`config.mk`:
```
export PLATFORM = sky130hd
export DESIGN_NAME = dm_port_arbiter
export DESIGN_NICKNAME = d
export VERILOG_FILES = /design/src/rtl/dm_port_arbiter_pkg.sv /design/src/rtl/dm_port_arbiter_starve_timer.sv /design/src/rtl/dm_port_arbiter.sv
export SDC_FILE = /design/constraint.sdc
export NUM_CORES = 1
export LEC_CHECK = 0
export CAP_MARGIN = 20
export CORE_AREA = 2 2 123 125
export DETAILED_ROUTE_END_ITERATION = 16
export DIE_AREA = 0 0 125 127
export GPL_ROUTABILITY_DRIVEN = 0
export PLACE_DENSITY = 0.62
export SLEW_MARGIN = 20
export SYNTH_ARGS = -nofsm -noshare
export SYNTH_HDL_FRONTEND = slang
export SYNTH_SLANG_ARGS = --single-unit
```
`constraint.sdc`:
```
create_clock -name clk -period 4.68 [get_ports clk]
set_input_delay 0.936 -clock clk [delete_from_list [all_inputs] [get_ports clk]]
set_output_delay 0.936 -clock clk [all_outputs]
set_load 0.005 [all_outputs]
```
`src/rtl/dm_port_arbiter_pkg.sv`:
```
// Shared definitions for the MMU data-port arbiter: response owner encoding
// and the idle byte-enable value.
package dm_arb_defs;

  typedef enum logic [1:0] {
    OWNER_NONE = 2'd0,
    OWNER_M0   = 2'd1,
    OWNER_M1   = 2'd2
  } owner_e;

  localparam logic [3:0] BE_IDLE = 4'b0000;

endpackage

```
`src/rtl/dm_port_arbiter_starve_timer.sv`:
```
// Counts consecutive refused M1 cycles and requests a forced M1 grant once
// the count reaches MAX_WAIT.
module starve_timer
  import dm_arb_defs::*;
#(
  parameter int unsigned MAX_WAIT = 4,
  parameter int unsigned CNT_W    = 8
) (
  input  logic clk,
  input  logic resetb,
  input  logic req,
  input  logic gnt,
  output logic force_grant
);

  localparam logic [CNT_W-1:0] MAX_CNT = CNT_W'(MAX_WAIT);

  logic [CNT_W-1:0] wait_cnt_q;
  logic [CNT_W-1:0] wait_cnt_d;

  always_comb begin
    wait_cnt_d = '0;
    if (req && !gnt) begin
      wait_cnt_d = (wait_cnt_q == MAX_CNT) ? MAX_CNT : wait_cnt_q + 1'b1;
    end
  end

  assign force_grant = req && (wait_cnt_q == MAX_CNT);

  always_ff @(posedge clk or negedge resetb) begin
    if (!resetb) begin
      wait_cnt_q <= '0;
    end else begin
      wait_cnt_q <= wait_cnt_d;
    end
  end

endmodule

```
`src/rtl/dm_port_arbiter.sv`:
```
// Two-master arbiter for the single MMU data port: fixed priority to M0 with
// starvation relief for M1, and 1-cycle read response routing.
module dm_port_arbiter
  import dm_arb_defs::*;
#(
  parameter int unsigned MAX_WAIT = 4,
  parameter int unsigned CNT_W    = 8
) (
  input  logic        clk,
  input  logic        resetb,
  input  logic        m0_req,
  input  logic        m0_we,
  input  logic [31:0] m0_addr,
  input  logic [31:0] m0_wdata,
  input  logic [3:0]  m0_be,
  input  logic        m0_signed,
  output logic        m0_gnt,
  output logic        m0_rvalid,
  output logic [31:0] m0_rdata,
  input  logic        m1_req,
  input  logic        m1_we,
  input  logic [31:0] m1_addr,
  input  logic [31:0] m1_wdata,
  input  logic [3:0]  m1_be,
  input  logic        m1_signed,
  output logic        m1_gnt,
  output logic        m1_rvalid,
  output logic [31:0] m1_rdata,
  output logic [31:0] dm_addr,
  output logic [31:0] dm_di,
  output logic        dm_we,
  output logic [3:0]  dm_be,
  output logic        is_signed,
  input  logic [31:0] dm_do
);

  owner_e owner_q;
  owner_e owner_d;
  logic   force_grant;

  starve_timer #(
    .MAX_WAIT(MAX_WAIT),
    .CNT_W   (CNT_W)
  ) u_starve_timer (
    .clk        (clk),
    .resetb     (resetb),
    .req        (m1_req),
    .gnt        (m1_gnt),
    .force_grant(force_grant)
  );

  // Grants depend only on request lines, so idle payload X cannot reach them.
  always_comb begin
    m1_gnt = m1_req && (!m0_req || force_grant);
    m0_gnt = m0_req && !m1_gnt;
  end

  always_comb begin
    dm_addr   = '0;
    dm_di     = '0;
    dm_we     = 1'b0;
    dm_be     = BE_IDLE;
    is_signed = 1'b0;
    if (m0_gnt) begin
      dm_addr   = m0_addr;
      dm_di     = m0_wdata;
      dm_we     = m0_we;
      dm_be     = m0_be;
      is_signed = m0_signed;
    end else if (m1_gnt) begin
      dm_addr   = m1_addr;
      dm_di     = m1_wdata;
      dm_we     = m1_we;
      dm_be     = m1_be;
      is_signed = m1_signed;
    end
  end

  always_comb begin
    owner_d = OWNER_NONE;
    if (m0_gnt && !m0_we) begin
      owner_d = OWNER_M0;
    end else if (m1_gnt && !m1_we) begin
      owner_d = OWNER_M1;
    end
  end

  always_ff @(posedge clk or negedge resetb) begin
    if (!resetb) begin
      owner_q <= OWNER_NONE;
    end else begin
      owner_q <= owner_d;
    end
  end

  assign m0_rvalid = (owner_q == OWNER_M0);
  assign m1_rvalid = (owner_q == OWNER_M1);
  assign m0_rdata  = m0_rvalid ? dm_do : '0;
  assign m1_rdata  = m1_rvalid ? dm_do : '0;

endmodule

```
# == Word level (Yosys, flattened, before mapping) ==
# Cells that the tools add are included.
# totals
out_inout_bits,138
ff_bits,10
# op_classes
reduce_logical,11
n_mux,16
addsub,1
n_eq_ne,3
# op_table
operator,n
32-bit 2-to-1 mux,6
8-bit 2-to-1 mux,2
"8-bit by 1-bit adder with 8-bit output, second input constant",1
"8-bit by 3-bit == test with 1-bit output, second input constant",1
4-bit 2-to-1 mux,2
1-bit logical AND,6
1-bit zero test,4
1-bit 2-to-1 mux,4
2-bit 2-to-1 mux,2
"2-bit by 1-bit == test with 1-bit output, second input constant",1
"2-bit == test, second input constant",1
1-bit logical OR,1

# == Longest topological paths before layout ==
# Gate-level depths: netlist of run 1.
# logic_depth
ltp_word,8
depth_mapped,8
mapped_depth_nobuf,6

# == Hierarchy ==
# A second synthesis of run 1 with hierarchy kept.
# hier_totals
cells_unflattened,216
area_unflattened_um2,1864.3
# modules_own_cells
module,instances,cells_per_inst,area_per_inst_um2,seq_area_each_um2
dm_port_arbiter,1,173,1447.6,50.0
starve_timer,1,43,416.6,200.2

# == Worst setup path before layout of run 1 ==
# Ideal clock, no wire load.
# synth_timing
kind,input-to-output
startpoint,input port m1_req
endpoint,output port dm_addr[23]
cell_stages,6
t_arrival_ns,2.086
setup_slack_ns,1.658
path_cell_list,or4bb_1 -> buf_2 -> o21ai_4 -> inv_4 -> buf_6 -> o21ai_1
# synth_between
elab_chain_cells,6
elab_cells_between_ends,7
cone_classes,mux (2); reduce/logical (5)
# synth_rtl
element,line,source
"start, declared",dm_port_arbiter.sv:20,"input logic m1_req,"
1-bit logical AND,dm_port_arbiter_starve_timer.sv:28,assign force_grant = req && (wait_cnt_q == MAX_CNT);
1-bit logical OR,dm_port_arbiter.sv:54,m1_gnt = m1_req && (!m0_req || force_grant);
1-bit logical AND *,dm_port_arbiter.sv:54,
1-bit zero test *,dm_port_arbiter.sv:55,m0_gnt = m0_req && !m1_gnt;
1-bit logical AND *,dm_port_arbiter.sv:55,
named net m0_gnt,dm_port_arbiter.sv:17,"output logic m0_gnt,"
32-bit 2-to-1 mux *,dm_port_arbiter.sv:64,if (m0_gnt) begin
"end, declared",dm_port_arbiter.sv:29,"output logic [31:0] dm_addr,"
# The timed path passes the listed nets; every way through them passes the cells marked *.

# == Worst setup path in the final report of run 1 ==
# layout_timing
startpoint,register u_starve_timer.wait_cnt_q[0]
endpoint,output port dm_di[28]
# layout_between
elab_chain_cells,7
elab_cells_between_ends,8
cone_classes,eq/ne (1); mux (2); reduce/logical (5)
# layout_rtl
element,line,source
"start, declared",dm_port_arbiter_starve_timer.sv:18,logic [CNT_W-1:0] wait_cnt_q;
"start signal, assigned",dm_port_arbiter_starve_timer.sv:34,wait_cnt_q <= wait_cnt_d;
8-bit by 3-bit == test with 1-bit output *,dm_port_arbiter_starve_timer.sv:28,
1-bit logical AND *,dm_port_arbiter_starve_timer.sv:28,
1-bit logical OR *,dm_port_arbiter.sv:54,
1-bit logical AND *,dm_port_arbiter.sv:54,
1-bit zero test,dm_port_arbiter.sv:55,
1-bit logical AND,dm_port_arbiter.sv:55,
32-bit 2-to-1 mux *,dm_port_arbiter.sv:64,
"end, declared",dm_port_arbiter.sv:30,"output logic [31:0] dm_di,"
# Every way passes the cells marked *; elsewhere a longest branch is shown, timed or not.

==> summary.txt, run 1 <==
STA
  • Period utilization: 0.889
  • Max Fclk: 240 MHz
  • Minimum clock period: 4.16 ns
  • Worst-Margin Slew: 0.784 ns
  • Max Clock Skew: 0.000585 ns
  • TNS Setup: 0 ns
  • Setup violations, final: 0
  • Max Slew Vio Count: 0
  • RSZ-0062 raised after global routing: no
  • Hold Vio Cnt, Final: 0
  • Slew HR: 0.478

Clocking
  • # hold bufs at CTS: 0
  • Num CTS Buffers: 3
  • Setup repair bufs after CTS: 0
  • Clk Latency, worst-skew pair: 0.24 ns
  • # resized after CTS: 0
  • Clock tree root driver cell: clkbuf_16
  • TritonCTS clock tree: done
  • Clock Path Buffers: 2
  • Clock-pin slew on the worst setup and hold paths: 0.04 ns
  • CTS Sinks: 10
  • H-tree Lvls: 1

Yosys
  • Post-synth top area cell: o211ai_1
  • Post-Synthesis Mean Instance Area: ~6 um^2
  • Netlist cell types: 27
  • Synth area leaders: o211ai_1 23%, and2_1 18%, o21ai_1 15%
  • YS warnings: 0
  • Mapped Area: 2270 um^2
  • Synthesized Nets: 547
  • Post-Syn Instances: 369
  • Area share of the largest cell type after synthesis: 0.235
  • #FFs+latches synth: 10
  • Sequential share of the synthesized area: 0.110

Power
  • P_sw: 0.194 mW
  • Peak VDD IR: just over 0.08 mV
  • Switch share: 0.282
  • Leakage: 1.98 nW
  • Sequential group share of total power: 0.130
  • Power Internal: 0.495 mW
  • Pwr/cell area: 124 nW/um^2
  • Clock Power Share: 0.246
  • Comb pwr share: 0.624

Finish
  • Seq. cell area: 250 um^2
  • Synth-to-Final Area Change: 145%
  • Antenna diodes: 0
  • Final instance area: 5570 um^2
  • Fin nets: 827
  • Commonest non-fill, non-tap cell in the layout: clkdlybuf4s50_1
  • Multi-input logic area: roughly 1800 um^2
  • Share of cells above drive strength 1: 0.0278
  • Most frequent cells in the layout: 311 x clkdlybuf4s50_1, 73 x nand2_1, 71 x o211ai_1
  • Fill count: 1472

Critical path
  • Arr. time, crit path: ~3.2 ns
  • FF-to-FF setup slack: 2.07 ns
  • Buf+Inv Stages, Crit Path: 3
  • Worst R2R Start: u_starve_timer.wait_cnt_q[0]
  • Worst path max stage delay: about 0.94 ns
  • Startpoint class of the critical path: flip-flop
  • Critical path's top delay family: simple AND/OR/NAND/NOR gates
  • Worst EP required: 3.74 ns
  • Crit path kind: flip-flop to output port
  • CP Max Fanout: 73
  • Slowest-stage cell, CP: or4b_2
  • Crit-path cells: inv_1 -> ha_1 -> or4b_2 -> o21ai_4 -> inv_4 -> o21ai_1 -> clkdlybuf4s50_1
  • Reg-to-reg endpoint: u_starve_timer.wait_cnt_q[3]
  • Nature of the critical path endpoint: output port
  • Cells on worst reg2reg path: 6

Min path
  • Hold wc startpoint: u_starve_timer.wait_cnt_q[0]
  • HP Class: flip-flop to flip-flop
  • Worst hold stages: 1
  • End of the worst hold path: u_starve_timer.wait_cnt_q[0]

Status
  • Status: completed

GRT
  • GRT overflow: 0
  • Number of global-route vias before repair: 3823
  • Initial antenna violation count: 0
  • GRT Total Usage: 0.155
  • Pin count of the biggest net entering global routing: 76
  • First-pass GRT wire length: 20.4 mm

Floorplanning
  • IO Pins: 314
  • Die area: 15900 um^2
  • Die X: 125 um
  • Core ar.: between 10000 and 15000 um^2
  • Initial Utilization: 0.158
  • Row count: 44
  • Die H: 127 um

Place
  • HPWL Detailed: 10.3 mm
  • Port bufs: 313
  • DP Area: 5480 um^2

Drt
  • Routed wire length per instance: 16.0 um
  • Via count: 3884
  • Post-route DRC: 0
  • Drt pass-1 iters: 4
  • Initial DRC count: 176
  • Mean number of vias per cell: 4.67
  • WL final: between 10 and 15 mm
  • Final ANT Viol Nets: 0

Flow run
  • Max cap viols: 0
[power groups by stage]
stage | Combinational (mW) | Sequential [mW] | Clock (mW)
finish | 0.430 | 0.0896 | 0.170
global route | 0.463 | 0.0897 | 0.179
CTS | 0.435 | 0.0895 | 0.174
detailed placement | 0.432 | 0.0908 | 0
global placement | 0.429 | 0.0906 | 0
floorplan | 0.128 | 0.0905 | 0
[kinds of logic after synthesis]
family,Yosys count,synth area share
XOR/XNOR,2,0.00771
AO/OA/AOI/OAI,150,0.415
flip-flops,10,0.110
adder cells (fa/ha/maj),2,0.0110
AND/OR/NAND/NOR,156,0.350
buffers and inverters,49,0.106
[routing by layer]
metal  part of all wire  routed length [um]  GRT usage
met1               0.37                4930      0.167
met2               0.52                6900      0.297
met3              0.084                1120     0.0410
met4              0.028                 372     0.0458
met5                  0                   0          0
[registers in the layout, indices dropped and copies added, names as in the netlist]
name                       count
u_starve_timer.wait_cnt_q      8
owner_q                        2
[cells in the mapped netlist]
cell	count
xor2_1	2
ha_1	2
buf_6	7
buf_2	2
nand4_1	1
or4b_1	1
o211ai_1	71
nand2b_1	1
inv_1	3
nor2b_1	2
nand2_1	73
o21ai_1	68
inv_4	1
nor3b_2	1
and3_1	1
o311ai_0	1
or4bb_1	1
buf_1	2
a21oi_1	4
nor2_1	4
o21ai_0	5
and2_1	65
o21ai_4	1
clkbuf_1	34
nand3_1	3
or3_1	3
dfrtp_1	10
[worst max-delay path by stage]
stage / cells past startpoint / start / to
after floorplan: 6 / m1_req / dm_addr[23]
after global placement: 6 / m1_req / dm_di[28]
after detailed placement: 6 / m1_req / dm_di[28]
after CTS: 7 / u_starve_timer.wait_cnt_q[0] / dm_di[28]
after global routing: 7 / u_starve_timer.wait_cnt_q[0] / dm_di[28]
final: 7 / u_starve_timer.wait_cnt_q[0] / dm_di[28]
[layout make-up]
| type | instances | area share |
|---|---|---|
| timing repair buffer | 320 | 0.575 |
| multi-input combinational | 310 | 0.320 |
| sequential | 10 | 0.0449 |
| tap | 184 | 0.0413 |
| clock buffer | 4 | 0.0160 |
| inverter | 4 | 0.00315 |
[through the flow]
stage | utilization | cells | total power [mW] | hold WS (ns) | worst slack [ns]
final | 0.386 | 832 | 0.689 | 0.508 | 0.518
after global routing | 0.386 | 832 | 0.731 | 0.539 | 0.345
after CTS | 0.386 | 832 | 0.699 | 0.501 | 0.496
after detailed placement | 0.380 | 828 | 0.523 | 0.495 | 0.707
after global placement | 0.380 | 828 | 0.520 | 0.469 | 0.713
after floorplan | - | 369 | 0.219 | 0.454 | 1.66
(Power assumes the default switching activity.)
==> run 2: changes to the inputs <==
==> constraint.sdc (replaced) <==
create_clock -name clk -period 4.68 [get_ports clk]
set_input_delay 1.404 -clock clk [delete_from_list [all_inputs] [get_ports clk]]
set_output_delay 1.404 -clock clk [all_outputs]
set_load 0.005 [all_outputs]
==> run 2 against run 1 <==
Net effect:
- combinational power up 1%
- setup slack worse by 0.47 ns
- critical path depth unchanged
- cell count up 0.60%
- die area unchanged
- register-to-register slack better by 0.17 ns
- via count up 0.23%
- non-clock buffer count up 6
- first-iteration DRC count down 16%
- cell area up 1.1%
- clock power down 12%
==> summary.txt, run 2 (synthesis gave the netlist of run 1 again) <==
Drt
  • Drt pass-1 iters: 4
  • Routed wire length per instance: 16.0 um
  • Via count: 3893
  • WL final: 13.4 mm
  • Final ANT Viol Nets: 0
  • Mean number of vias per cell: roughly 4.7
  • Post-route DRC: 0
  • Initial DRC count: 148

Finish
  • Fin cells: between 800 and 900
  • Top Registers: u_starve_timer.wait_cnt_q (8), owner_q (2)
  • Share of cells above drive strength 1: 0.0398
  • Synth-to-Final Area Change: 148%
  • Antenna diodes: 0
  • Final instance area: 5630 um^2
  • Commonest non-fill, non-tap cell in the layout: clkdlybuf4s50_1
  • Post-layout util: 0.390
  • Fin nets: 833
  • Seq. cell area: 250 um^2
  • Biggest register: u_starve_timer.wait_cnt_q
  • Multi-input logic area: 1800 um^2
  • Max FFs per register: 8
  • Fill count: around 1500
  • Most frequent cells in the layout: 311 x clkdlybuf4s50_1, 73 x nand2_1, 71 x o211ai_1

Clocking
  • Clk Latency, worst-skew pair: 0.24 ns
  • Clock Path Buffers: 2
  • Num CTS Buffers: 3
  • Clock tree root driver cell: clkbuf_16
  • H-tree Lvls: 1
  • Clock-pin slew on the worst setup and hold paths: 0.04 ns
  • CTS Sinks: 10
  • TritonCTS clock tree: done
  • # hold bufs at CTS: 0

Floorplanning
  • IO Pins: 314
  • Initial Utilization: 0.158
  • Die area: around 16000 um^2
  • Row count: 44
  • Die X: 125 um
  • Die H: roughly 130 um
  • Core ar.: roughly 14000 um^2

Critical path
  • Reg-to-reg endpoint: u_starve_timer.wait_cnt_q[6]
  • Slowest-stage cell, CP: or4bb_4
  • Worst R2R Start: u_starve_timer.wait_cnt_q[0]
  • Startpoint class of the critical path: input pin
  • Crit path kind: input pin to output port
  • Worst EP required: 3.28 ns
  • Crit-path cells: buf_2 -> or4bb_4 -> o21ai_4 -> inv_4 -> buf_12 -> o21ai_2 -> clkdlybuf4s50_1
  • Cells on worst reg2reg path: 6
  • Worst path max stage delay: 0.56 ns
  • FF-to-FF setup slack: around 2.2 ns
  • Nature of the critical path endpoint: output port
  • Buf+Inv Stages, Crit Path: 4
  • Arr. time, crit path: ~3.2 ns
  • CP Max Fanout: 45
  • Critical path's top delay family: buffers and inverters

STA
  • Period utilization: 0.990
  • RSZ-0062 raised after global routing: no
  • Min Hold Slack: 0.490 ns
  • Max Slew Vio Count: 0
  • TNS Setup: 0 ns
  • Worst-Margin Slew: 0.778 ns
  • Setup violations, final: 0
  • Max Clock Skew: 0.00143 ns
  • Slew HR: 0.482
  • Final worst slack: between 0.04 and 0.05 ns
  • Max Fclk: 216 MHz
  • Minimum clock period: 4.63 ns
  • Hold Vio Cnt, Final: 0

Place
  • HPWL Detailed: ~11 mm
  • Place WS: -0.109 ns
  • Port bufs: 313
  • Post-Place Cells: 834
  • DP Area: 5540 um^2

Min path
  • Worst hold stages: 1
  • HP Class: flip-flop to flip-flop
  • Hold wc startpoint: u_starve_timer.wait_cnt_q[0]
  • End of the worst hold path: u_starve_timer.wait_cnt_q[0]

GRT
  • First-pass GRT wire length: 20.3 mm
  • GRT Total Usage: 0.156
  • Number of global-route vias before repair: a little under 4000
  • GRT overflow: 0
  • Pin count of the biggest net entering global routing: 76
  • Initial antenna violation count: 0

Power
  • Pwr/cell area: 120 nW/um^2
  • Leakage: 2.02 nW
  • Peak VDD IR: 0.0911 mV
  • Final Total Pwr: ~0.67 mW

Flow run
  • Max cap viols: 0

Status
  • Status: completed
==> run 2: power by group <==
| part | internal (mW) | total [mW] | switching (mW) |
|---|---|---|---|
| Sequential | 0.0885 | 0.0896 | 0.00106 |
| Combinational | 0.282 | 0.436 | 0.154 |
| Clock | 0.111 | 0.149 | 0.0380 |
| Total | 0.481 | 0.674 | 0.193 |
==> run 2: final cells by class <==
type,instances,share of cell area
repair buffers,326,0.579
multi-input cells,310,0.319
clock buffers,3,0.0133
flip-flops and latches,10,0.0444
well taps,184,0.0409
inverters,4,0.00311
==> run 2: worst max-delay path by stage <==
| stage | end | slack [ns] | start | cells past startpoint |
|---|---|---|---|---|
| after floorplan | dm_addr[23] | 0.72 | m1_req | 6 |
| after global placement | dm_di[28] | -0.11 | m1_req | 7 |
| after detailed placement | dm_be[3] | -0.11 | m1_req | 7 |
| after CTS | dm_di[28] | 0.06 | m1_req | 7 |
| after global routing | dm_di[31] | 0.02 | m1_req | 7 |
| final | dm_di[28] | 0.05 | m1_req | 7 |
==> run 2: routing by layer <==
layer  up-vias  track usage  wire, um
met5         -            0         0
met4         0       0.0379       291
met3        21       0.0419      1060
met2       219        0.298      6970
met1      1771        0.170      5080
li1       1882            -         -
==> run 2: timing repair <==
item / CTS / global route
setup buffers: 0 / 0
endpoints found under the setup margin: 26 / 0
gates resized for setup: 5 / 0
==> run 3: changes to the inputs <==
Settings changed: SETUP_SLACK_MARGIN set to 0.2.
Clock period 4.68 ns to 5.5 ns, I/O delays scaled along.
==> run 3 against run 2 <==
Net effect:
- clock-buffer cell count is the same
- sequential share of layout area is essentially flat
- setup slack gained 0.23 ns
- register-to-register slack gained 0.51 ns
- global-route usage grew 1.2 points
- hold slack lost 0.0027 ns
- critical endpoint is now dm_be[3]
- largest cell class unchanged
- highest routed layer unchanged
==> summary.txt, run 3 (synthesis gave the netlist of run 1 again) <==
Critical path
  • Worst R2R Start: u_starve_timer.wait_cnt_q[0]
  • CP Max Fanout: 19
  • Nature of the critical path endpoint: output port
  • Worst EP required: ~3.9 ns
  • Critical path's top delay family: buffers and inverters
  • Arr. time, crit path: 3.57 ns
  • Crit-path cells: buf_2 -> or4bb_4 -> o21ai_4 -> bufinv_16 -> o21ai_1 -> clkdlybuf4s50_1
  • Crit path kind: input pin to output port
  • Buf+Inv Stages, Crit Path: 3
  • Slowest-stage cell, CP: or4bb_4
  • Cells on worst reg2reg path: 6
  • Startpoint class of the critical path: input pin
  • Worst path max stage delay: ~0.55 ns
  • Crit. path cell count: 6
  • Start point of the critical path: m1_req

Min path
  • HP Class: flip-flop to flip-flop
  • Worst hold stages: 1
  • Hold wc startpoint: u_starve_timer.wait_cnt_q[0]

Drt
  • Post-route DRC: 0
  • WL final: 14.4 mm
  • Final ANT Viol Nets: 0
  • Routed wire length per instance: 17.2 um
  • DR WL met3: 1.19 mm
  • Top Layer Used: met4
  • Via count: 3953
  • Metal-1 WL: 5.36 mm
  • Mean number of vias per cell: 4.73
  • WL met2: 7.63 mm
  • Initial DRC count: 167
  • Drt pass-1 iters: 4

Place
  • Port bufs: about 310
  • Post-Place Cells: between 800 and 900
  • HPWL Detailed: 10.3 mm
  • DP Area: 5470 um^2

STA
  • Max Fclk: 192 MHz
  • TNS Setup: 0 ns
  • Max Slew Vio Count: 0
  • Hold Vio Cnt, Final: 0
  • Max Clock Skew: 0.000392 ns
  • Minimum clock period: roughly 5.2 ns
  • RSZ-0062 raised after global routing: no
  • Worst-Margin Slew: a little over 0.8 ns
  • Min Hold Slack: roughly 0.5 ns
  • Slew HR: 0.462
  • Period utilization: 0.949
  • Setup violations, final: 0

Finish
  • Antenna diodes: 0
  • Fill count: 1473
  • Most frequent cells in the layout: 311 x clkdlybuf4s50_1, 73 x nand2_1, 71 x o211ai_1
  • Final instance area: between 5000 and 6000 um^2
  • Fin nets: 832
  • Biggest register: u_starve_timer.wait_cnt_q
  • Commonest non-fill, non-tap cell in the layout: clkdlybuf4s50_1
  • Synth-to-Final Area Change: 148%
  • Top Registers: u_starve_timer.wait_cnt_q (8), owner_q (2)
  • Share of cells above drive strength 1: 0.0383
  • Fin cells: 836
  • Max FFs per register: 8

GRT
  • GRT overflow: 0
  • Pin count of the biggest net entering global routing: 76
  • Number of global-route vias before repair: 3917
  • Initial antenna violation count: 0
  • First-pass GRT wire length: approximately 22 mm
  • GRT Total Usage: 0.167

Clocking
  • Clock tree root driver cell: clkbuf_16
  • # hold bufs at CTS: 0
  • Clock-pin slew on the worst setup and hold paths: 0.04 ns
  • Clock Path Buffers: 2
  • Num CTS Buffers: 3
  • Clk Latency, worst-skew pair: 0.23 ns
  • CTS Sinks: 10
  • H-tree Lvls: 1
  • TritonCTS clock tree: done

Floorplanning
  • Row count: 44
  • Core ar.: around 14000 um^2
  • Die X: 125 um
  • Die H: 127 um
  • Die area: 15900 um^2
  • Initial Utilization: 0.158
  • IO Pins: 314

Power
  • Final Total Pwr: about 0.58 mW
  • Leakage: 2.02 nW
  • Pwr/cell area: 103 nW/um^2
  • Peak VDD IR: 0.0803 mV

Flow run
  • Max cap viols: 0

Status
  • Status: completed
==> run 3: worst register-to-register path: stages, from the launching register on <==
cell and delay (ns):
dfrtp_1 0.40, inv_1 0.07, ha_1 0.14, or4b_2 0.93, buf_4 0.44, o211ai_1 0.52, nor2_1 0.11
==> run 3: where the power goes <==
group | internal (mW) | switching, mW | leakage (nW)
clock | 0.0940 | 0.0309 | 0.0370
sequential | 0.0753 | 0.000899 | 0.137
combinational | 0.242 | 0.136 | 1.85
total | 0.411 | 0.168 | 2.02
==> run 3: what timing repair did <==
| action | CTS | global route |
|---|---|---|
| gates resized for setup | 10 | 0 |
| setup buffers | 3 | 0 |
| endpoints found under the setup margin | 70 | 0 |
| hold endpoints to repair | 0 | 0 |
==> run 3: layout make-up <==
cell class,count,area (um^2),share of cell area
timing repair buffer,323,3240,0.573
multi-input combinational,310,1800,0.318
sequential,10,250,0.0443
tap,184,230,0.0408
clock buffer,3,75.1,0.0133
inverter,4,41.3,0.00731
timing repair inverter,2,17.5,0.00310
==> run 3: worst paths after layout <==
kind	to	slack, ns
max in group asynchronous	u_starve_timer.wait_cnt_q[3]	3.42
min reg2reg	u_starve_timer.wait_cnt_q[0]	0.49
max	dm_be[3]	0.28
max reg2reg	u_starve_timer.wait_cnt_q[3]	2.75
min	u_starve_timer.wait_cnt_q[0]	0.49
min in group asynchronous	u_starve_timer.wait_cnt_q[2]	1.75
==> run 3: per-layer routing <==
layer / vias to the layer above / track usage
met5: - / 0
met2: 237 / 0.330
met4: 0 / 0.0288
met1: 1817 / 0.181
li1: 1883 / -
met3: 16 / 0.0440
==> run 3: metrics by stage <==
step	setup slack [ns]	util
5_1_grt	0.213	0.391
6_report	0.282	0.391
3_3_place_gp	0.0716	0.379
4_1_cts	0.291	0.391
3_5_place_dp	0.0437	0.379
2_1_floorplan	1.05	-
